[config.mk]
export PLATFORM = sky130hd
export DESIGN_NAME = pong_game_ctrl
export DESIGN_NICKNAME = d
export VERILOG_FILES = /design/src/rtl/pong_pkg.sv /design/src/rtl/delay_timer.sv /design/src/rtl/pong_game_ctrl.sv
export SDC_FILE = /design/constraint.sdc
export NUM_CORES = 1
export LEC_CHECK = 0
export ABC_CLOCK_PERIOD_IN_PS = 2700
export BUFFER_PORTS_ARGS = -buffer_cell sky130_fd_sc_hd__clkbuf_2
export CAP_MARGIN = 0
export CORE_MARGIN = 1.5
export CORE_UTILIZATION = 52
export CTS_BUF_LIST = sky130_fd_sc_hd__clkbuf_8 sky130_fd_sc_hd__clkbuf_16
export DETAILED_ROUTE_END_ITERATION = 8
export PLACE_DENSITY_LB_ADDON = 0.3
export SLEW_MARGIN = 40
export SYNTH_ARGS = -nofsm -noshare
export SYNTH_HDL_FRONTEND = slang
export SYNTH_SLANG_ARGS = --single-unit
export TNS_END_PERCENT = 5
[constraint.sdc]
create_clock -name clk -period 2.7 [get_ports clk]
set_clock_uncertainty 0.2 [all_clocks]
set_input_delay 0.135 -clock clk [delete_from_list [all_inputs] [get_ports clk]]
set_output_delay 0.135 -clock clk [all_outputs]
set_load 0.005 [all_outputs]
[src/rtl/pong_pkg.sv]
// pong_pkg: shared encodings for the Pong match controller.
//   state_e      - match FSM states (also the game_state display encoding)
//   Player*      - server identity
//   Dir*         - ball_dir launch direction
//   Win*         - winner output encoding
//   SpeedW       - width of speed_level
package pong_pkg;

  typedef enum logic [2:0] {
    StIdle     = 3'd0,
    StServe    = 3'd1,
    StPlay     = 3'd2,
    StPoint    = 3'd3,
    StGameOver = 3'd4
  } state_e;

  localparam int unsigned ScoreW  = 4;
  localparam int unsigned SpeedW  = 2;
  localparam int unsigned WinnerW = 2;

  localparam logic PlayerP1 = 1'b0;
  localparam logic PlayerP2 = 1'b1;

  localparam logic DirToP2 = 1'b0;
  localparam logic DirToP1 = 1'b1;

  localparam logic [WinnerW-1:0] WinNone = 2'b00;
  localparam logic [WinnerW-1:0] WinP1   = 2'b01;
  localparam logic [WinnerW-1:0] WinP2   = 2'b10;

  localparam logic [SpeedW-1:0] SpeedMax = 2'd3;

  // The serving player launches the ball toward the opponent.
  function automatic logic serve_dir(input logic server);
    return (server == PlayerP1) ? DirToP2 : DirToP1;
  endfunction

endpackage

[src/rtl/delay_timer.sv]
// delay_timer: loadable down-counter shared by the timed match states.
//   clk, reset - clock, synchronous active-high reset
//   load       - load strobe (has priority over counting)
//   load_val   - value to load; a state of N cycles loads N-1
//   en         - count enable; the counter holds at zero
//   done       - count is zero
//   count      - current count (lets the owner act one cycle before done)
module delay_timer #(
  parameter int unsigned WIDTH = 8
) (
  input  logic             clk,
  input  logic             reset,
  input  logic             load,
  input  logic [WIDTH-1:0] load_val,
  input  logic             en,
  output logic             done,
  output logic [WIDTH-1:0] count
);

  logic [WIDTH-1:0] count_q;

  always_ff @(posedge clk) begin
    if (reset) begin
      count_q <= '0;
    end else if (load) begin
      count_q <= load_val;
    end else if (en && (count_q != '0)) begin
      count_q <= count_q - WIDTH'(1);
    end
  end

  assign done  = (count_q == '0);
  assign count = count_q;

endmodule

[src/rtl/pong_game_ctrl.sv]
// pong_game_ctrl: Pong match sequencer (idle, serve countdown, rally, point pause, game over).
// Keeps both scores and drives paddle re-centre, ball launch/direction and speed strobes.
//   clk, reset                  - clock, synchronous active-high reset
//   start_btn                   - debounced start level (rising edge starts a match)
//   miss_left, miss_right       - ball passed P1 / P2 paddle (1-cycle pulses)
//   paddle_hit                  - ball struck a paddle (1-cycle pulse)
//   reset_game, ball_launch     - 1-cycle strobes to paddle / ball blocks
//   ball_dir                    - launch direction, 0 toward P2, 1 toward P1
//   paddles_en                  - paddle motion allowed
//   score1, score2, winner      - match result
//   speed_level                 - ball speed step
//   game_state                  - current state encoding
// Optional feature: define RALLY_SPEEDUP_EN to raise speed_level every 4 paddle hits in a rally.
module pong_game_ctrl
  import pong_pkg::*;
#(
  parameter int unsigned SERVE_DELAY = 25_000_000,
  parameter int unsigned POINT_DELAY = 50_000_000,
  parameter int unsigned WIN_SCORE   = 7
) (
  input  logic       clk,
  input  logic       reset,
  input  logic       start_btn,
  input  logic       miss_left,
  input  logic       miss_right,
  input  logic       paddle_hit,
  output logic       reset_game,
  output logic       ball_launch,
  output logic       ball_dir,
  output logic       paddles_en,
  output logic [3:0] score1,
  output logic [3:0] score2,
  output logic [1:0] winner,
  output logic [1:0] speed_level,
  output logic [2:0] game_state
);

  localparam int unsigned TimerMax = (SERVE_DELAY > POINT_DELAY) ? SERVE_DELAY : POINT_DELAY;
  localparam int unsigned TimerW   = $clog2(TimerMax + 1);
  localparam logic [TimerW-1:0] ServeLoad = TimerW'(SERVE_DELAY - 1);
  localparam logic [TimerW-1:0] PointLoad = TimerW'(POINT_DELAY - 1);
  localparam logic [ScoreW-1:0] WinScore  = ScoreW'(WIN_SCORE);

  state_e state_q;
  logic   start_prev_q;
  logic   server_q;

  logic              start_edge;
  logic              go_serve;
  logic              go_point;
  logic              go_over;
  logic [ScoreW-1:0] score1_inc;
  logic [ScoreW-1:0] score2_inc;
  logic              timer_load;
  logic [TimerW-1:0] timer_load_val;
  logic              timer_en;
  logic              timer_done;
  logic [TimerW-1:0] timer_count;

  always_comb begin
    start_edge = start_btn & ~start_prev_q;
    score1_inc = score1 + ScoreW'(1);
    score2_inc = score2 + ScoreW'(1);
    go_serve   = (((state_q == StIdle) || (state_q == StGameOver)) && start_edge) ||
                 ((state_q == StPoint) && timer_done);
    // Simultaneous misses score nothing, so only a lone miss can end the match.
    go_over    = (state_q == StPlay) && (miss_left ^ miss_right) &&
                 (miss_left ? (score2_inc == WinScore) : (score1_inc == WinScore));
    go_point   = (state_q == StPlay) && (miss_left | miss_right) && !go_over;
    timer_load     = go_serve | go_point;
    timer_load_val = go_serve ? ServeLoad : PointLoad;
    timer_en       = (state_q == StServe) || (state_q == StPoint);
  end

  delay_timer #(
    .WIDTH (TimerW)
  ) u_delay_timer (
    .clk      (clk),
    .reset    (reset),
    .load     (timer_load),
    .load_val (timer_load_val),
    .en       (timer_en),
    .done     (timer_done),
    .count    (timer_count)
  );

  always_ff @(posedge clk) begin
    if (reset) begin
      state_q      <= StIdle;
      start_prev_q <= 1'b0;
      server_q     <= PlayerP1;
      reset_game   <= 1'b0;
      ball_launch  <= 1'b0;
      ball_dir     <= 1'b0;
      paddles_en   <= 1'b0;
      score1       <= '0;
      score2       <= '0;
      winner       <= WinNone;
    end else begin
      start_prev_q <= start_btn;
      reset_game   <= 1'b0;
      ball_launch  <= 1'b0;
      unique case (state_q)
        StIdle, StGameOver: begin
          if (start_edge) begin
            state_q    <= StServe;
            score1     <= '0;
            score2     <= '0;
            winner     <= WinNone;
            server_q   <= PlayerP1;
            reset_game <= 1'b1;
            paddles_en <= 1'b1;
            // A one-cycle serve launches in its only (first) cycle.
            if (SERVE_DELAY == 1) begin
              ball_launch <= 1'b1;
              ball_dir    <= serve_dir(PlayerP1);
            end
          end
        end
        StServe: begin
          if (timer_done) begin
            state_q <= StPlay;
          end else if (timer_count == TimerW'(1)) begin
            // Next cycle is the last serve cycle.
            ball_launch <= 1'b1;
            ball_dir    <= serve_dir(server_q);
          end
        end
        StPlay: begin
          if (miss_left && miss_right) begin
            state_q    <= StPoint;
            paddles_en <= 1'b0;
          end else if (miss_left) begin
            score2     <= score2_inc;
            paddles_en <= 1'b0;
            if (go_over) begin
              state_q <= StGameOver;
              winner  <= WinP2;
            end else begin
              state_q  <= StPoint;
              server_q <= PlayerP1;
            end
          end else if (miss_right) begin
            score1     <= score1_inc;
            paddles_en <= 1'b0;
            if (go_over) begin
              state_q <= StGameOver;
              winner  <= WinP1;
            end else begin
              state_q  <= StPoint;
              server_q <= PlayerP2;
            end
          end
        end
        StPoint: begin
          if (timer_done) begin
            state_q    <= StServe;
            reset_game <= 1'b1;
            paddles_en <= 1'b1;
            if (SERVE_DELAY == 1) begin
              ball_launch <= 1'b1;
              ball_dir    <= serve_dir(server_q);
            end
          end
        end
        default: begin
          state_q    <= StIdle;
          paddles_en <= 1'b0;
        end
      endcase
    end
  end

  assign game_state = state_q;

`ifdef RALLY_SPEEDUP_EN
  logic [2:0]        hit_cnt_q;
  logic [SpeedW-1:0] speed_q;

  always_ff @(posedge clk) begin
    if (reset || go_serve || go_point || go_over) begin
      hit_cnt_q <= '0;
      speed_q   <= '0;
    end else if ((state_q == StPlay) && paddle_hit) begin
      hit_cnt_q <= hit_cnt_q + 3'd1;
      // Every 4th hit of the rally steps the speed.
      if ((hit_cnt_q[1:0] == 2'b11) && (speed_q != SpeedMax)) begin
        speed_q <= speed_q + SpeedW'(1);
      end
    end
  end

  assign speed_level = speed_q;
`else
  logic unused_paddle_hit;
  assign unused_paddle_hit = paddle_hit;
  assign speed_level       = '0;
`endif

endmodule

* Word level (Yosys, flattened, before mapping)
Cells that the tools add are included.
** Cells by class
- Bitwise gates (word level) :: 7
- Equality and inequality tests :: 18
- $add $sub $neg :: 3
- Mux-type cells :: 45
- Reduce and logical (&&, ||, !) cells :: 26
** Operator list (count)
- two-way mux 26 bit :: 3
- == test 26 x 1 -> 1 bit, second input constant :: 1
- zero test 26 bit :: 1
- nonzero test 26 bit :: 1
- subtractor 26 x 1 -> 26 bit, second input constant :: 1
- two-way mux 4 bit :: 6
- two-way mux 3 bit :: 7
- inequality test 2 bit, second input constant :: 9
- two-way mux 1 bit :: 16
- case mux 4 bit (2 select lines) :: 2
- AND reduction 5 bit :: 3
- two-way mux 2 bit :: 6
- case mux 3 bit (4 select lines) :: 1
- AND reduction 4 bit :: 3
- adder 4 x 1 -> 4 bit, second input constant :: 2
- == test 4 x 3 -> 1 bit, second input constant :: 2
- logical AND 1 bit :: 8
- == test 3 x 2 -> 1 bit, second input constant :: 2
- inequality test 4 x 3 -> 1 bit, second input constant :: 1
- case mux 1 bit (2 select lines) :: 2
- case mux 1 bit (4 select lines) :: 1
- case mux 2 bit (2 select lines) :: 1
- nonzero test 2 bit :: 2
- == test 3 x 1 -> 1 bit, second input constant :: 1
- 12 further kinds :: 17
** Storage, ports and cells
- Output and inout bits :: 19
- Register bits :: 45

* Longest topological paths before layout
Gate-level depths: netlist of run 1.
- Word-level depth :: 9
- Gate-level depth with buffers :: 9

* Hierarchy
A second synthesis of run 1 with hierarchy kept.
** Unflattened totals
- Cells, all modules :: 343
- Area, all modules :: 2795.2 µm²
** Modules (own cells, without submodules)
- delay_timer :: cells each 201, area an instance 1654.1 µm², instances 1, sequential area each 520.5 µm²
- pong_game_ctrl :: cells each 142, area an instance 1141.1 µm², instances 1, sequential area each 380.4 µm²

* Worst setup path after synthesis of run 1
No wires, ideal clock.
- Path kind :: reg-to-reg
- Start point :: register u_delay_timer.count_q[16] (netlist: u_delay_timer.count[16])
- End point :: register ball_dir
- Arrival :: 2.517 ns
- Stages on the path, launching flop included :: 7
- Slack :: -0.144 ns
- Buffers on the path :: 0
- Required time :: 2.372 ns
- Cell sequence :: dfxtp_1 -> or4_4 -> or4_4 -> or3b_1 -> or4b_4 -> mux2i_1 -> nor2_1
** Between the ends
- Word-level cells in the longest chain between the ends :: 3
** Ends and longest elaborated chain
- start: declaration :: RTL line delay_timer.sv:20 : logic [WIDTH-1:0] count_q;
- start signal: assignment :: RTL line delay_timer.sv:26 : count_q <= load_val;
- start signal: assignment :: RTL line delay_timer.sv:28 : count_q <= count_q - WIDTH'(1);
- zero test 26 bit :: RTL line delay_timer.sv:32 : assign done = (count_q == '0);
- NOT 1 bit (no source line)
- AND reduction 3 bit (no source line) *
- end signal: assignment :: RTL line pong_game_ctrl.sv:116 : ball_dir <= serve_dir(PlayerP1);
- end signal: assignment :: RTL line pong_game_ctrl.sv:126 : ball_dir <= serve_dir(server_q);
- end signal: assignment :: RTL line pong_game_ctrl.sv:162 : ball_dir <= serve_dir(server_q);
- end: declaration :: RTL line pong_game_ctrl.sv:29 : output logic ball_dir,
Mark *: on every way between the ends. The rest lies on a longest branch, timed or not.
A chain may end at the register's enable or synchronous reset.

* Worst setup path in the final report of run 1
- Start point :: register u_delay_timer.count_q[22] (netlist: u_delay_timer.count[22])
- End point :: register ball_dir
The elaborated chain is that of the path after synthesis.

==> impl_metrics.env, run 1 <==
export IMPL_setup_violations=1
export IMPL_pre_cts_ws_ns=-0.0696
export IMPL_vias_per_cell=5.89
export IMPL_ys_top_cells_by_area="dfxtp_1 (39%), nor2_1 (5.6%), xnor2_1 (5.2%)"
export IMPL_finalHoldViolations=0
export IMPL_hpwl_um=3940
export IMPL_rows=24
export IMPL_cap_violations=0
export IMPL_r2r_end="ball_dir$_SDFFE_PP0P_"
export IMPL_io_pins=25
export IMPL_ir_worst_vdd_uv=281
export IMPL_timing_fmax_mhz=360
export IMPL_hp_start="miss_left"
export IMPL_synth_seq_cells=45
export IMPL_h_tree_depth=2
export IMPL_fin_ws_ns=-0.0778
export IMPL_cts_setup_buffers=0
export IMPL_power_leakage_nw=1.09
export IMPL_holdPathEnd="server_q$_SDFFE_PP0P_"
export IMPL_die_y_um=70.1
export IMPL_clock_sinks=45
export IMPL_drtPass1Iterations=4
export IMPL_cts_tree="done"
export IMPL_violations="setup timing"
export IMPL_global_route_usage_total=0.226
export IMPL_grt_ovfl_total=0
export IMPL_cts_root_buf="clkbuf_8"
export IMPL_cts_inserted_buffers=5
export IMPL_drc_errors=0
export IMPL_hold_class="input port to flop"
export IMPL_arrival_ns=2.75
export IMPL_reg2reg_depth=6
export IMPL_holdPathStages=4
export IMPL_start_util=0.537
export IMPL_worstMarginPinSlew_ns=0.788
export IMPL_nFillCells=381
export IMPL_yosysSeqAreaShare=0.385
export IMPL_routed_via_count=2220
export IMPL_syn_area_per_cell_um2=8.36
export IMPL_end_kind="flop"
export IMPL_async_flop_share=0
export IMPL_placed_cells=368
export IMPL_synth_flop_cell="dfxtp_1"
export IMPL_rr_startpoint="u_delay_timer.count[22]$_SDFFE_PP0P_"
export IMPL_core_um2=4350
export IMPL_worstSetupStartpointType="flop"
export IMPL_clk_path_buf_depth=2
export IMPL_crit_fanout=3
export IMPL_cts_reportedPaths_clkPinSlew_ns=0.09
export IMPL_yosys_area_top_type_share=0.385
export IMPL_final_cell_mix="dfxtp_1 (45), nor2_1 (35), buf_4 (26)"
export IMPL_grt_pass1_wl_um=8900
export IMPL_die_w_um=70.1
export IMPL_status="finished, violations left"
export IMPL_whs_ns=0.0825
export IMPL_synthDistinctLibCells=53
export IMPL_wl_um=5370
export IMPL_place_congestion=0.868
export IMPL_drt_iter0_markers=122
export IMPL_tns_ns=-0.0778
export IMPL_synth_area_leader_cell="dfxtp_1"
export IMPL_syn_to_final_growth_pct=18.9
export IMPL_synth_edf_count=0
export IMPL_grt_pass1_vias=1974
export IMPL_crit_required_ns=2.67
export IMPL_worst_setup_path_type="flop to flop"
export IMPL_finalMaxSlewViolations=0
export IMPL_clk_latency_ns=0.30
export IMPL_rsz0062_at_grt="yes"
export IMPL_fin_crit_sh=1.03
export IMPL_die_area_um2=4910
export IMPL_antenna_left=0
export IMPL_wire_per_inst_um=14.2
export IMPL_antenna_found_initial=0
export IMPL_slew_headroom=0.467
export IMPL_final_layout_size_suffix_gt1_frac=0.218
export IMPL_reg2reg_setup_slack_ns=-0.08
export IMPL_fin_nets=336
export IMPL_syn_area_um2=2340
export IMPL_syn_inst=280
export IMPL_final_cells=377
export IMPL_port_buffers=21
export IMPL_layout_commonest_cell="dfxtp_1"
export IMPL_power_density_nw_per_um2=543
export IMPL_insertedDiodeCount=0
export IMPL_min_period_ns=2.78
export IMPL_yosys_warnings=0
export IMPL_grt_max_degree=23
-- registers in the layout, indices dropped and copies added, names as in the netlist, 2 cells and up --
register,count
winner,2
game_state,3
u_delay_timer.count,26
score1,4
score2,4
-- per-layer routing --
layer | GRT usage | part of all wire | up-vias
li1 | - | - | 1117
met1 | 0.291 | 0.46 | 1026
met2 | 0.356 | 0.46 | 64
met3 | 0.0577 | 0.056 | 13
met4 | 0.105 | 0.025 | 0
met5 | 0 | 0 | -
-- per-stage QoR --
| stage | total power [mW] | area, um2 | utilization |
|---|---|---|---|
| after global placement | 1.11 | 2660 | 0.611 |
| final | 1.51 | 2780 | 0.639 |
| after floorplan | 0.988 | 2350 | - |
| after detailed placement | 1.11 | 2660 | 0.611 |
| after global routing | 1.60 | 2780 | 0.639 |
| after CTS | 1.51 | 2760 | 0.633 |
-- power by group --
group	switching [mW]	leakage, nW	internal (mW)	total, mW
clock network	0.222	0.0491	0.176	0.397
registers	0.0396	0.368	0.707	0.747
logic	0.194	0.677	0.173	0.367
total	0.456	1.09	1.06	1.51
-- cell type report --
| class | count | area [um2] | share of cell area |
|---|---|---|---|
| multi-input combinational | 214 | 1380 | 0.496 |
| clock inverter | 3 | 13.8 | 0.00495 |
| timing repair buffer | 49 | 322 | 0.116 |
| sequential | 45 | 901 | 0.324 |
| clock buffer | 5 | 68.8 | 0.0247 |
| inverter | 9 | 33.8 | 0.0121 |
| tap | 52 | 65.1 | 0.0234 |
-- critical path: stages (launching register included) --
cell and delay, ns:
dfxtp_1 0.32, or4_4 0.54, or4_4 0.53, or3b_1 0.37
or4b_4 0.50, mux2i_1 0.16, nor2_1 0.05
-- synthesized netlist by cell type (2+ instances only) --
library cell / count
nor4_1: 5
xnor2_1: 14
nor2_1: 35
buf_4: 2
inv_1: 9
mux2i_1: 2
nor3b_1: 2
nand2b_1: 5
or4_1: 8
a211oi_1: 2
nand3_1: 7
or4b_2: 2
nor3_1: 15
o311ai_0: 4
ha_1: 6
and2_1: 2
xor2_1: 4
or2_2: 2
dfxtp_1: 45
a21oi_1: 23
or4_4: 2
nand2_1: 14
a22oi_1: 3
or3_1: 9
a31oi_1: 11
nor2b_1: 2
o21ai_0: 9
o31ai_1: 2
clkbuf_1: 9
nand4_1: 2
-- timing repair --
item | 4_1_cts | 5_1_grt
hold endpoints to repair | 1 | 0
hold buffers | 1 | 0
setup endpoints to repair | 3 | 28
pin swaps | 1 | 1
gates resized for setup | 1 | 5
-- cell families (layout without fill, tap and decap cells) --
family,Yosys count,in the layout,synth area share
buf+inv,22,66,0.0390
flops,45,45,0.385
compound gates,66,66,0.187
mux,2,2,0.00856
xor+xnor,18,18,0.0674
simple gates,120,120,0.279
other cells,1,2,0.00160
fa+ha+maj,6,6,0.0321
-- worst max-delay path by stage --
stage	from	endpoint	slack [ns]	cells after the start
after detailed placement	u_delay_timer.count[22]$_SDFFE_PP0P_	ball_dir$_SDFFE_PP0P_	-0.07	6
after CTS	u_delay_timer.count[16]$_SDFFE_PP0P_	ball_dir$_SDFFE_PP0P_	-0.08	6
after global placement	u_delay_timer.count[22]$_SDFFE_PP0P_	ball_dir$_SDFFE_PP0P_	-0.03	6
after global routing	u_delay_timer.count[22]$_SDFFE_PP0P_	ball_dir$_SDFFE_PP0P_	-0.16	6
final	u_delay_timer.count[22]$_SDFFE_PP0P_	ball_dir$_SDFFE_PP0P_	-0.08	6
after floorplan	u_delay_timer.count[22]$_SDFFE_PP0P_	game_state[2]$_SDFFE_PP0P_	-0.04	6
No activity file was read; power rests on OpenSTA's default activity.
==> run 2, diff against run 1 <==
--- a/config.mk
+++ b/config.mk
@@ -5,11 +5,12 @@
 export SDC_FILE = /design/constraint.sdc
 export NUM_CORES = 1
 export LEC_CHECK = 0
+export ABC_AREA = 1
 export ABC_CLOCK_PERIOD_IN_PS = 2700
 export BUFFER_PORTS_ARGS = -buffer_cell sky130_fd_sc_hd__clkbuf_2
 export CAP_MARGIN = 0
 export CORE_MARGIN = 1.5
-export CORE_UTILIZATION = 52
+export CORE_UTILIZATION = 54
 export CTS_BUF_LIST = sky130_fd_sc_hd__clkbuf_8 sky130_fd_sc_hd__clkbuf_16
 export DETAILED_ROUTE_END_ITERATION = 8
 export PLACE_DENSITY_LB_ADDON = 0.3
==> impl_metrics.env, run 2 <==
export IMPL_tns_ns=0
export IMPL_insertedDiodeCount=0
export IMPL_finalMaxSlewViolations=0
export IMPL_die_y_um=77.1
export IMPL_synth_seq_cells=45
export IMPL_drtPass1Iterations=7
export IMPL_timing_fmax_mhz=441
export IMPL_cap_violations=0
export IMPL_yosys_area_top_type_share=0.304
export IMPL_ir_worst_vdd_uv=648
export IMPL_syn_area_um2=2970
export IMPL_utilization=0.613
export IMPL_synth_common_cells="nand2_1 (95), nor2_1 (63), inv_1 (49)"
export IMPL_synthDistinctLibCells=39
export IMPL_synth_flop_cell="dfxtp_1"
export IMPL_hold_class="input port to flop"
export IMPL_slew_headroom=0.591
export IMPL_crit_fanout=14
export IMPL_cts_setup_buffers=0
export IMPL_yosysMostFrequentCell="nand2_1"
export IMPL_final_cell_mix="nand2_1 (95), nor2_1 (63), inv_1 (49)"
export IMPL_clk_path_buf_depth=2
export IMPL_place_congestion=0.943
export IMPL_cts_inserted_buffers=5
export IMPL_io_pins=25
export IMPL_yosys_warnings=0
export IMPL_syn_area_per_cell_um2=6.74
export IMPL_grt_ovfl_total=0
export IMPL_met2RoutedLength_um=3160
export IMPL_fin_ws_ns=0.434
export IMPL_clock_sinks=45
export IMPL_min_period_ns=2.27
export IMPL_nFillCells=497
export IMPL_cts_resized_gates=0
export IMPL_whs_ns=0.0958
export IMPL_cp_common_cell="inv_1"
export IMPL_regArea_um2=901
export IMPL_antenna_left=0
export IMPL_port_buffers=21
export IMPL_hold_buffers=2
export IMPL_synth_area_leader_cell="dfxtp_1"
export IMPL_start_util=0.570
export IMPL_global_route_usage_total=0.243
export IMPL_ys_top_cells_by_area="dfxtp_1 (30%), nand2_1 (12%), nor2_1 (8.0%)"
export IMPL_layout_commonest_cell="nand2_1"
export IMPL_fin_nets=474
export IMPL_antenna_found_initial=0
export IMPL_placed_cells=523
export IMPL_worstSetupStartpointType="input port"
export IMPL_clk_latency_ns=0.31
export IMPL_cts_tree="done"
export IMPL_largest_reg_flops=26
export IMPL_die_w_um=77.1
export IMPL_cts_root_buf="clkbuf_8"
export IMPL_grt_pass1_vias=2554
export IMPL_fin_crit_sh=0.839
export IMPL_worstMarginPinSlew_ns=0.613
export IMPL_die_area_um2=5950
export IMPL_slowest_delay_ns=0.52
export IMPL_finalHoldViolations=0
export IMPL_multi_input_area_um2=1740
export IMPL_wire_per_inst_um=12.9
export IMPL_syn_to_final_growth_pct=7.55
export IMPL_final_layout_size_suffix_gt1_frac=0.171
export IMPL_rsz0062_at_grt="no"
export IMPL_wl_um=6860
export IMPL_syn_inst=440
export IMPL_final_cells=533
export IMPL_async_flop_share=0
export IMPL_yosysSeqAreaShare=0.304
export IMPL_slowest_stage="dlygate4sd3_1"
export IMPL_synth_edf_count=0
export IMPL_end_kind="flop"
export IMPL_arrival_ns=2.28
export IMPL_setup_violations=0
export IMPL_core_um2=5200
export IMPL_crit_required_ns=2.71
export IMPL_power_leakage_nw=1.50
export IMPL_routed_via_count=2857
export IMPL_drc_errors=0
export IMPL_worst_setup_path_type="input port to flop"
export IMPL_grt_max_degree=28
export IMPL_routed_wl_met3_um=396
export IMPL_status="complete, no violations"
export IMPL_grt_pass1_wl_um=11600
export IMPL_vias_per_cell=5.36
export IMPL_h_tree_depth=2
export IMPL_path_cells="dlygate4sd3_1, clkbuf_2, inv_1, ha_1, inv_1, nor2_2, nand2_1, nand2_2, inv_2, nor2_8, nand3_1, nand2_1, inv_1"
export IMPL_m1WireLength_um=3230
export IMPL_hpwl_um=5000
export IMPL_power_density_nw_per_um2=1110
export IMPL_cts_reportedPaths_clkPinSlew_ns=0.09
export IMPL_highest_signal_layer="met4"
export IMPL_rows=26
export IMPL_pre_cts_ws_ns=0.483
export IMPL_drt_iter0_markers=157
run 2: cells by family (layout without fill, tap and decap cells):
logic type               Yosys count  after routing  share of synthesized area
AND/OR/NAND/NOR                  259            259                      0.442
buffers and inverters             70             92                      0.111
AO/OA/AOI/OAI                     54             54                      0.102
flip-flops                        45             45                      0.304
adder cells (fa/ha/maj)            6              6                     0.0253
XOR/XNOR                           5              5                     0.0148
other                              1              2                    0.00126
run 2: final timing paths:
check,start,end,slack [ns],cells after the start
worst min-delay path,reset,reset_game$_SDFF_PP0_,0.1,3
worst max register to register,score2[0]$_SDFFE_PP0P_,u_delay_timer.count[4]$_SDFFE_PP0P_,0.45,14
worst max-delay path,miss_left,u_delay_timer.count[4]$_SDFFE_PP0P_,0.43,13
worst min register to register,server_q$_SDFFE_PP0P_,server_q$_SDFFE_PP0P_,0.26,2
run 2: layer usage:
layer | GRT usage | up-vias
met5 | 0 | -
met4 | 0.0709 | 0
met3 | 0.0405 | 12
met2 | 0.406 | 83
met1 | 0.319 | 1291
li1 | - | 1471
run 2: layout make-up:
class | instances | share of cell area
Multi-Input combinational cell | 326 | 0.546
Timing Repair Buffer | 27 | 0.0486
Clock inverter | 3 | 0.00706
Inverter | 57 | 0.0671
Clock buffer | 5 | 0.0216
Sequential cell | 45 | 0.282
Tap cell | 70 | 0.0275
run 2: worst max-delay path, delay by kind of cell:
kind,cells,cell delay [ns]
buf+inv,6,0.98
fa+ha+maj,1,0.28
simple gates,6,0.86
run 2: stage by stage:
step           instance area (um2)  power (mW)
2_1_floorplan                 2970        2.70
3_3_place_gp                  3080        3.04
3_5_place_dp                  3080        3.08
4_1_cts                       3190        3.53
5_1_grt                       3190        3.85
6_report                      3190        3.55
run 2: where the power goes:
part           leakage [nW]  switching, mW  total [mW]  internal, mW
registers             0.370          0.205        1.07         0.861
logic                  1.09           1.37        2.04         0.675
clock network        0.0364          0.258       0.440         0.182
total                  1.50           1.83        3.55          1.72
==> run 3, diff against run 2 <==
--- a/config.mk
+++ b/config.mk
@@ -5,12 +5,12 @@
 export SDC_FILE = /design/constraint.sdc
 export NUM_CORES = 1
 export LEC_CHECK = 0
-export ABC_AREA = 1
-export ABC_CLOCK_PERIOD_IN_PS = 2700
+export ABC_AREA = 0
+export ABC_CLOCK_PERIOD_IN_PS = 1900
 export BUFFER_PORTS_ARGS = -buffer_cell sky130_fd_sc_hd__clkbuf_2
 export CAP_MARGIN = 0
 export CORE_MARGIN = 1.5
-export CORE_UTILIZATION = 54
+export CORE_UTILIZATION = 52
 export CTS_BUF_LIST = sky130_fd_sc_hd__clkbuf_8 sky130_fd_sc_hd__clkbuf_16
 export DETAILED_ROUTE_END_ITERATION = 8
 export PLACE_DENSITY_LB_ADDON = 0.3
==> constraint.sdc (replaced) <==
create_clock -name clk -period 1.9 [get_ports clk]
set_clock_uncertainty 0.2 [all_clocks]
set_input_delay 0.095 -clock clk [delete_from_list [all_inputs] [get_ports clk]]
set_output_delay 0.095 -clock clk [all_outputs]
set_load 0.005 [all_outputs]
==> impl_metrics.env, run 3 (synthesis results as in run 1) <==
export IMPL_status="finished, violations left"
export IMPL_violations="setup timing"
export IMPL_die_area_um2=4910
export IMPL_core_um2=4350
export IMPL_power_share_switching=0.298
export IMPL_wire_per_inst_um=16.6
export IMPL_syn_to_final_growth_pct=46.3
export IMPL_cts_inserted_buffers=5
export IMPL_end_kind="flop"
export IMPL_setup_violations=43
export IMPL_rows=24
export IMPL_die_w_um=70.1
export IMPL_fin_ws_ns=-0.898
export IMPL_final_layout_size_suffix_gt1_frac=0.413
export IMPL_cts_reportedPaths_clkPinSlew_ns=0.09
export IMPL_grt_pass1_wl_um=11600
export IMPL_io_pins=25
export IMPL_finalMaxSlewViolations=0
export IMPL_global_route_usage_total=0.296
export IMPL_layout_commonest_cell="buf_4"
export IMPL_routed_via_count=2601
export IMPL_fin_nets=394
export IMPL_min_period_ns=2.80
export IMPL_cap_violations=0
export IMPL_intPower_mw=1.83
export IMPL_start_util=0.537
export IMPL_clock_sinks=45
export IMPL_whs_ns=0.0815
export IMPL_hpwl_um=4500
export IMPL_seq_power_share=0.404
export IMPL_die_y_um=70.1
export IMPL_clk_latency_ns=0.31
export IMPL_antenna_found_initial=0
export IMPL_arrival_ns=2.84
export IMPL_power_leakage_nw=1.44
export IMPL_clk_path_buf_depth=2
export IMPL_drtPass1Iterations=5
export IMPL_drt_iter0_markers=228
export IMPL_crit_fanout=3
export IMPL_clkPwrFrac=0.294
export IMPL_ir_worst_vdd_uv=631
export IMPL_drc_errors=0
export IMPL_hold_class="input port to flop"
export IMPL_finalHoldViolations=0
export IMPL_grt_max_degree=22
export IMPL_timing_fmax_mhz=357
export IMPL_worst_setup_path_type="flop to flop"
export IMPL_p_total_mw=2.61
export IMPL_antenna_left=0
export IMPL_grt_pass1_vias=2504
export IMPL_vias_per_cell=5.98
export IMPL_port_buffers=21
export IMPL_rsz0062_at_grt="yes"
export IMPL_cts_tree="done"
export IMPL_insertedDiodeCount=0
export IMPL_largest_reg_flops=26
export IMPL_wl_um=7220
export IMPL_final_cell_mix="buf_4 (78), dfxtp_1 (40), nor2_1 (33)"
export IMPL_grt_ovfl_total=0
export IMPL_combPwrFrac=0.301
export IMPL_crit_required_ns=1.95
export IMPL_tns_ns=-23.73
export IMPL_worstSetupStartpointType="flop"
export IMPL_cts_root_buf="clkbuf_8"
export IMPL_p_switching_mw=0.780
export IMPL_place_congestion=0.831
export IMPL_h_tree_depth=2
export IMPL_power_density_nw_per_um2=764
export IMPL_fin_crit_sh=1.47
==> run 3: worst max-delay path, stage by stage (launching register included) <==
cell and delay [ns]:
dfxtp_2 0.33, or4_4 0.53, or4_4 0.53, o31a_4 0.37
a221o_1 0.29, or3_1 0.33, a21oi_1 0.16
==> run 3: power by group through the flow <==
stage / clock network [mW] / logic [mW] / registers (mW)
2_1_floorplan: 0 / 0.329 / 1.08
3_3_place_gp: 0 / 0.626 / 1.07
3_5_place_dp: 0 / 0.642 / 1.07
4_1_cts: 0.768 / 0.727 / 1.05
5_1_grt: 0.804 / 0.852 / 1.06
6_report: 0.769 / 0.788 / 1.06
==> run 3: metal layers <==
| layer | routed length [um] | global-route usage | share of wire |
|---|---|---|---|
| met5 | 0 | 0 | 0 |
| met4 | 247 | 0.143 | 0.034 |
| met3 | 477 | 0.0577 | 0.066 |
| met2 | 3480 | 0.489 | 0.48 |
| met1 | 3010 | 0.371 | 0.42 |
==> run 3: final timing paths <==
check | startpoint | endpoint | slack [ns] | cells past startpoint
max | u_delay_timer.count[22]$_SDFFE_PP0P_ | game_state[2]$_SDFFE_PP0P_ | -0.90 | 6
min | reset | score1[2]$_SDFFE_PP0P_ | 0.08 | 2
max reg2reg | u_delay_timer.count[22]$_SDFFE_PP0P_ | game_state[2]$_SDFFE_PP0P_ | -0.90 | 6
min reg2reg | server_q$_SDFFE_PP0P_ | server_q$_SDFFE_PP0P_ | 0.31 | 2
==> run 3: repair_timing <==
action,CTS,global route
setup buffers,2,5
endpoints found under the setup margin,42,43
hold buffers,1,0
endpoints found under the hold margin,1,0
pin swaps,16,7
resized for setup,39,12
==> run 3: metrics by stage <==
stage	setup WS (ns)	std cells	area [um2]	util
floorplan	-0.837	281	2350	-
global placement	-0.798	419	3050	0.700
detailed placement	-0.844	419	3050	0.700
CTS	-0.846	430	3340	0.767
global route	-0.943	435	3420	0.786
finish	-0.898	435	3420	0.786
==> run 3: area by class of cell <==
class | count | area, um2
Tap cell | 52 | 65.1
Timing Repair Buffer | 107 | 779
Sequential cell | 45 | 907
Inverter | 9 | 33.8
Multi-Input combinational cell | 214 | 1520
Clock inverter | 2 | 33.8
Clock buffer | 6 | 82.6
Fill cell | 289 | 932
